<file path="src/rtl/flow_pkg.sv">
// Shared definitions for the flow_* width-converter link: default widths and a
// constant-safe ceil(log2) used to size pointers and counters.
package flow_pkg;

    localparam int FLOW_DATAW      = 16;
    localparam int FLOW_FIFO_DEPTH = 4;

    // Handshake activity in one cycle, encoded as {push, pop}.
    typedef enum logic [1:0] {
        FLOW_OP_IDLE = 2'b00,
        FLOW_OP_POP  = 2'b01,
        FLOW_OP_PUSH = 2'b10,
        FLOW_OP_BOTH = 2'b11
    } flow_op_e;

    function automatic int flow_clog2(input int value);
        int result;
        result = 0;
        while ((1 << result) < value) begin
            result++;
        end
        return result;
    endfunction

endpackage

</file>
<file path="src/rtl/flow_fifo_mem.sv">
// DEPTH x DATAW register array for flow_fifo: one synchronous write port and
// one asynchronous read port.
module flow_fifo_mem
    import flow_pkg::*;
#(
    parameter  int DATAW = FLOW_DATAW,
    parameter  int DEPTH = FLOW_FIFO_DEPTH,
    localparam int AW    = flow_clog2(DEPTH)
) (
    input  logic             clk,
    input  logic             i_wr_en,
    input  logic [AW-1:0]    i_wr_addr,
    input  logic [DATAW-1:0] i_wr_data,
    input  logic [AW-1:0]    i_rd_addr,
    output logic [DATAW-1:0] o_rd_data
);

    logic [DATAW-1:0] r_mem [DEPTH];

    // NOTE: storage has no reset; validity is tracked by the pointers and
    // counter in the parent, so clearing the array would only cost area.
    always_ff @(posedge clk) begin
        if (i_wr_en) begin
            r_mem[i_wr_addr] <= i_wr_data;
        end
    end

    assign o_rd_data = r_mem[i_rd_addr];

endmodule

</file>
<file path="src/rtl/flow_fifo.sv">
// Valid/ready FIFO between flow_8to16 and flow_16to8. Define FLOW_FIFO_BYPASS_EN
// for zero-latency pass-through when empty; default is fully registered output.
module flow_fifo
    import flow_pkg::*;
#(
    parameter  int DATAW = FLOW_DATAW,
    parameter  int DEPTH = FLOW_FIFO_DEPTH,
    localparam int AW    = flow_clog2(DEPTH),
    localparam int CW    = flow_clog2(DEPTH + 1)
) (
    input  logic             clk,
    input  logic             rst_n,
    input  logic             cfg_en,
    input  logic             src_val,
    output logic             src_rdy,
    input  logic [DATAW-1:0] src_data,
    output logic             dst_val,
    input  logic             dst_rdy,
    output logic [DATAW-1:0] dst_data,
    output logic [CW-1:0]    level
);

    logic [AW-1:0]    r_wptr;
    logic [AW-1:0]    r_rptr;
    logic [CW-1:0]    r_cnt;
    logic [AW-1:0]    w_wptr_nxt;
    logic [AW-1:0]    w_rptr_nxt;
    logic [CW-1:0]    w_cnt_nxt;
    logic             w_full;
    logic             w_empty;
    logic             w_push;
    logic             w_pop;
    logic [DATAW-1:0] w_rd_data;
    flow_op_e         w_op;

    assign w_full  = (r_cnt == CW'(DEPTH));
    assign w_empty = (r_cnt == '0);

    // Ready depends only on state, so a full FIFO refuses even when popping.
    assign src_rdy = cfg_en && !w_full;
    assign level   = r_cnt;

`ifdef FLOW_FIFO_BYPASS_EN
    logic w_bypass;

    assign w_bypass = cfg_en && w_empty;
    assign dst_val  = w_bypass ? src_val  : (cfg_en && !w_empty);
    assign dst_data = w_bypass ? src_data : w_rd_data;
    // A word consumed straight through never touches storage.
    assign w_push   = src_val && src_rdy && !(w_bypass && dst_rdy);
    assign w_pop    = cfg_en && !w_empty && dst_rdy;
`else
    assign dst_val  = cfg_en && !w_empty;
    assign dst_data = w_rd_data;
    assign w_push   = src_val && src_rdy;
    assign w_pop    = dst_val && dst_rdy;
`endif

    assign w_op = flow_op_e'({w_push, w_pop});

    always_comb begin
        // NOTE: every output of this block gets a default first so no path
        // leaves a value unassigned, which would infer a latch.
        w_wptr_nxt = r_wptr;
        w_rptr_nxt = r_rptr;
        w_cnt_nxt  = r_cnt;
        if (w_push) begin
            w_wptr_nxt = r_wptr + AW'(1);
        end
        if (w_pop) begin
            w_rptr_nxt = r_rptr + AW'(1);
        end
        case (w_op)
            FLOW_OP_PUSH: w_cnt_nxt = r_cnt + CW'(1);
            FLOW_OP_POP:  w_cnt_nxt = r_cnt - CW'(1);
            default:      w_cnt_nxt = r_cnt;
        endcase
    end

    // NOTE: sequential state uses non-blocking assignments so every register
    // samples the pre-edge values regardless of statement order.
    always_ff @(posedge clk or negedge rst_n) begin
        if (!rst_n) begin
            r_wptr <= '0;
            r_rptr <= '0;
            r_cnt  <= '0;
        end else begin
            r_wptr <= w_wptr_nxt;
            r_rptr <= w_rptr_nxt;
            r_cnt  <= w_cnt_nxt;
        end
    end

    flow_fifo_mem #(
        .DATAW (DATAW),
        .DEPTH (DEPTH)
    ) u_mem (
        .clk       (clk),
        .i_wr_en   (w_push),
        .i_wr_addr (r_wptr),
        .i_wr_data (src_data),
        .i_rd_addr (r_rptr),
        .o_rd_data (w_rd_data)
    );

    a_cnt_bound: assert property (@(posedge clk) disable iff (!rst_n)
        r_cnt <= CW'(DEPTH));

    a_ptr_cnt_consistent: assert property (@(posedge clk) disable iff (!rst_n)
        (r_wptr - r_rptr) == r_cnt[AW-1:0]);

endmodule
</file>
<file path="config.mk">
export PLATFORM = sky130hd
export DESIGN_NAME = flow_fifo
export DESIGN_NICKNAME = d
export VERILOG_FILES = /design/src/rtl/flow_pkg.sv /design/src/rtl/flow_fifo_mem.sv /design/src/rtl/flow_fifo.sv
export SDC_FILE = /design/constraint.sdc
export NUM_CORES = 1
export LEC_CHECK = 0
export CAP_MARGIN = 10
export CORE_UTILIZATION = 45
export DETAILED_ROUTE_END_ITERATION = 12
export PLACE_DENSITY = 0.8
export SYNTH_ARGS = -nofsm -noshare
export SYNTH_HDL_FRONTEND = slang
export SYNTH_SLANG_ARGS = --single-unit
export TNS_END_PERCENT = 20
</file>
<file path="constraint.sdc">
create_clock -name clk -period 2 [get_ports clk]
set_input_delay 0.4 -clock clk [delete_from_list [all_inputs] [get_ports clk]]
set_output_delay 0.4 -clock clk [all_outputs]
set_load 0.02 [all_outputs]
</file>
==> out/metrics.csv, run 1 <==
stage;metric;value;unit
power;power_density;1310;mW/mm²
sta;fin_worst_skew;0.00674;ns
power;power_leakage;1.27;nW
clock_network;htree_levels;3;
route;routed-via-count;1371;
critical_path;cpPeakStageDelay;0.55;ns
critical_path;critPathMaxFanout;9;
floorplan;die_h;80.6;µm
yosys;yosys.area_share.simple;1.44;%
clock_network;cts_tree;done;
global_route;antenna_found_initial;0;
floorplan;core_area;0.00596;mm²
critical_path;worst_ep_arrival_time;1.65;ns
sta;worstMarginPinSlew;0.356;ns
yosys;yosysTopAreaCellShare;69.1;%
yosys;synth_warnings;0;
sta;hold_viol;0;
floorplan;core.rowCount;28;
route;ant_nets;0;
finish;area_growth_syn_to_layout;26.7;%
route;wl_per_cell;18.2;µm
yosys;synth-seq-cells;71;
clock_network;cts-root-buf;clkbuf_8;
yosys;netlist_area;0.00278;mm²
yosys;synthMuxAreaShare;14.8;%
route;first_pass_iters;4;
clock_network;clockBufferDepth;2;
yosys;synth_top_family_by_area;multiplexers;
finish;diodes;0;
critical_path;end_kind;output port;
global_route;grt_max_degree;13;
power;ir_drop;0.000806;V
clock_network;cts.sinks;71;
sta;slew_viol_final;0;
critical_path;reg2regPathDepth;9;
yosys;yosysTopAreaCell;edfxtp_1;
critical_path;worstReg2RegStart;level[0];
place;port_buffers;41;
sta;setup_viol;8;
global_route;grt_pass1_vias;1460;
sta;fin_ws;-0.0475;ns
outcome;violations;negative setup slack;
sta;maxSlewHeadroom;76.2;%
yosys;synth_cell_types;21;
critical_path;worstPathRequired;1.60;ns
finish;layout.core_utilization;59.2;%
floorplan;die-width;80.6;µm
outcome;outcome;finished, violations left;
clock_network;clk_pin_slew;0.07;ns
route;drc;0;
sta;period_share;102;%
yosys;synth_ff_type;edfxtp_1;
route;drtIter0Drc;90;
route;via_per_inst;5.13;
yosys;post_synth_main_area_contributors;edfxtp_1 (69%), mux4_1 (7.6%), mux4_2 (6.5%), dfrtp_1 (6.3%), ha_1 (2.2%);
yosys;synthArstFlopShare;9.86;%
global_route;overflow;0;
yosys;syn_area_per_cell;22.6;µm²
yosys;syn-instance-count;123;
critical_path;worstPathCellList;buf_12 > mux4_1 > buf_2;
finish;drive_above_1_share;29.7;%
critical_path;critPathLaunch;r_rptr[0];
critical_path;critPathSlowestCell;mux4_1;
finish;final_nets;214;
sta;rsz0062_at_grt;true;
sta;min_period;2.05;ns
global_route;track_usage;16.4;%
place;dpl.hpwl;3290;µm
route;routed_wl;4860;µm
floorplan;initial_core_util;46.7;%
critical_path;startpoint_type;flop;
job;maxCapViolations;0;
global_route;grt_first_pass_wirelength;7280;µm
sta;finalSetupTns;-0.219;ns
yosys;yosysMostFrequentCell;edfxtp_1;
yosys;yosys.area_share.adder;2.97;%
yosys;synth_common_cells;edfxtp_1 (64), mux4_1 (8), mux4_2 (8);
yosys;synth_xor_area_share;1.89;%
hold_path;hold_path.class;input pin to async pin;
critical_path;crit_type;flop to output port;
floorplan;die-area;0.00650;mm²
clock_network;cts_buffers;9;
yosys;yosysSeqAreaShare;75.4;%
clock_network;clkLatencyLatePin;0.33;ns
yosys;synth_edf_count;64;
floorplan;ios;42;
yosys;syn_nets;150;
place;gp_congestion;0.700;
sta;fmax;488;MHz
yosys;synth_compound_area_share;1.26;%
critical path: cells and delay by family (launching register included):
family,cells,cell delay (ns)
muxes,1,0.55
buffers and inverters,2,0.33
DFF,1,0.43
layer usage:
layer | global-route usage [%] | vias up | part of all wire [%]
li1 | - | 630 | -
met1 | 18.0 | 694 | 39
met2 | 28.6 | 40 | 54
met3 | 6.14 | 7 | 4.5
met4 | 6.25 | 0 | 2.0
met5 | 0 | - | 0
worst paths after layout:
kind	to	slack (ns)
worst max-delay path	dst_data[0]	-0.05
worst min register to register	r_wptr[1]	0.59
max in group asynchronous	r_rptr[0]	1.38
worst max register to register	level[2]	0.07
worst min-delay path	level[1]	0.34
min in group clk	r_wptr[1]	0.59
registers in the layout, indices dropped and copies added, names as in the netlist:
register / flops
u_mem.r_mem: 64
r_wptr: 2
level: 3
r_rptr: 2
area by class of cell:
type,instances,area (µm²)
fillers,458,2430
flip-flops and latches,71,2100
multi-input cells,42,621
repair buffers,57,534
clock buffers,11,131
well taps,75,93.8
clock inverters,5,25.0
inverters,6,22.5
cells in the final DEF, fill, tap and decap left out, drive strengths merged, types with 3 or more instances in the layout:
master and instances:
and2 4, buf 32, clkbuf 11, clkdlybuf4s50 23, clkinv 4, dfrtp 7
edfxtp 64, ha 5, inv 6, mux4 16, xnor2 3, xor2 3
kinds of logic after synthesis:
| logic type | Yosys count |
|---|---|
| XOR/XNOR | 6 |
| AND/OR/NAND/NOR | 8 |
| buffers and inverters | 10 |
| adder cells (fa/ha/maj) | 6 |
| flip-flops | 71 |
| AO/OA/AOI/OAI | 4 |
| multiplexers | 18 |
what timing repair did:
| action | CTS | global route |
|---|---|---|
| setup buffers | 0 | 1 |
| hold buffers | 0 | 0 |
| resized for setup | 62 | 18 |
| endpoints found under the setup margin | 18 | 16 |
| hold endpoints to repair | 0 | 0 |
metrics by stage:
stage          total power, mW  hold WS [ns]  std cells  setup WS [ns]  cell area [µm²]
2_1_floorplan             3.04         0.104        123          0.117             2780
3_3_place_gp              3.75         0.545        251         -0.144             3420
3_5_place_dp              3.84         0.576        251         -0.323             3420
4_1_cts                   4.64         0.352        267         -0.139             3530
5_1_grt                   4.84         0.351        267         -0.103             3530
6_report                  4.63         0.344        267        -0.0475             3530
where the power goes:
group | internal, mW | total, mW | leakage, nW | switching (mW)
Clock | 0.438 | 0.921 | 0.0782 | 0.483
Sequential | 1.84 | 1.98 | 0.661 | 0.135
Combinational | 0.863 | 1.73 | 0.535 | 0.868
Total | 3.14 | 4.63 | 1.27 | 1.49
No activity file was read; power rests on OpenSTA's default activity.
==> run 2: changes to the inputs <==
--- a/config.mk
+++ b/config.mk
@@ -8,6 +8,7 @@
 export CAP_MARGIN = 10
 export CORE_UTILIZATION = 45
 export DETAILED_ROUTE_END_ITERATION = 12
+export GPL_ROUTABILITY_DRIVEN = 0
 export PLACE_DENSITY = 0.8
 export SYNTH_ARGS = -nofsm -noshare
 export SYNTH_HDL_FRONTEND = slang
==> results of run 2 <==
Final layout, timing and power as in run 1 (identical DEF).
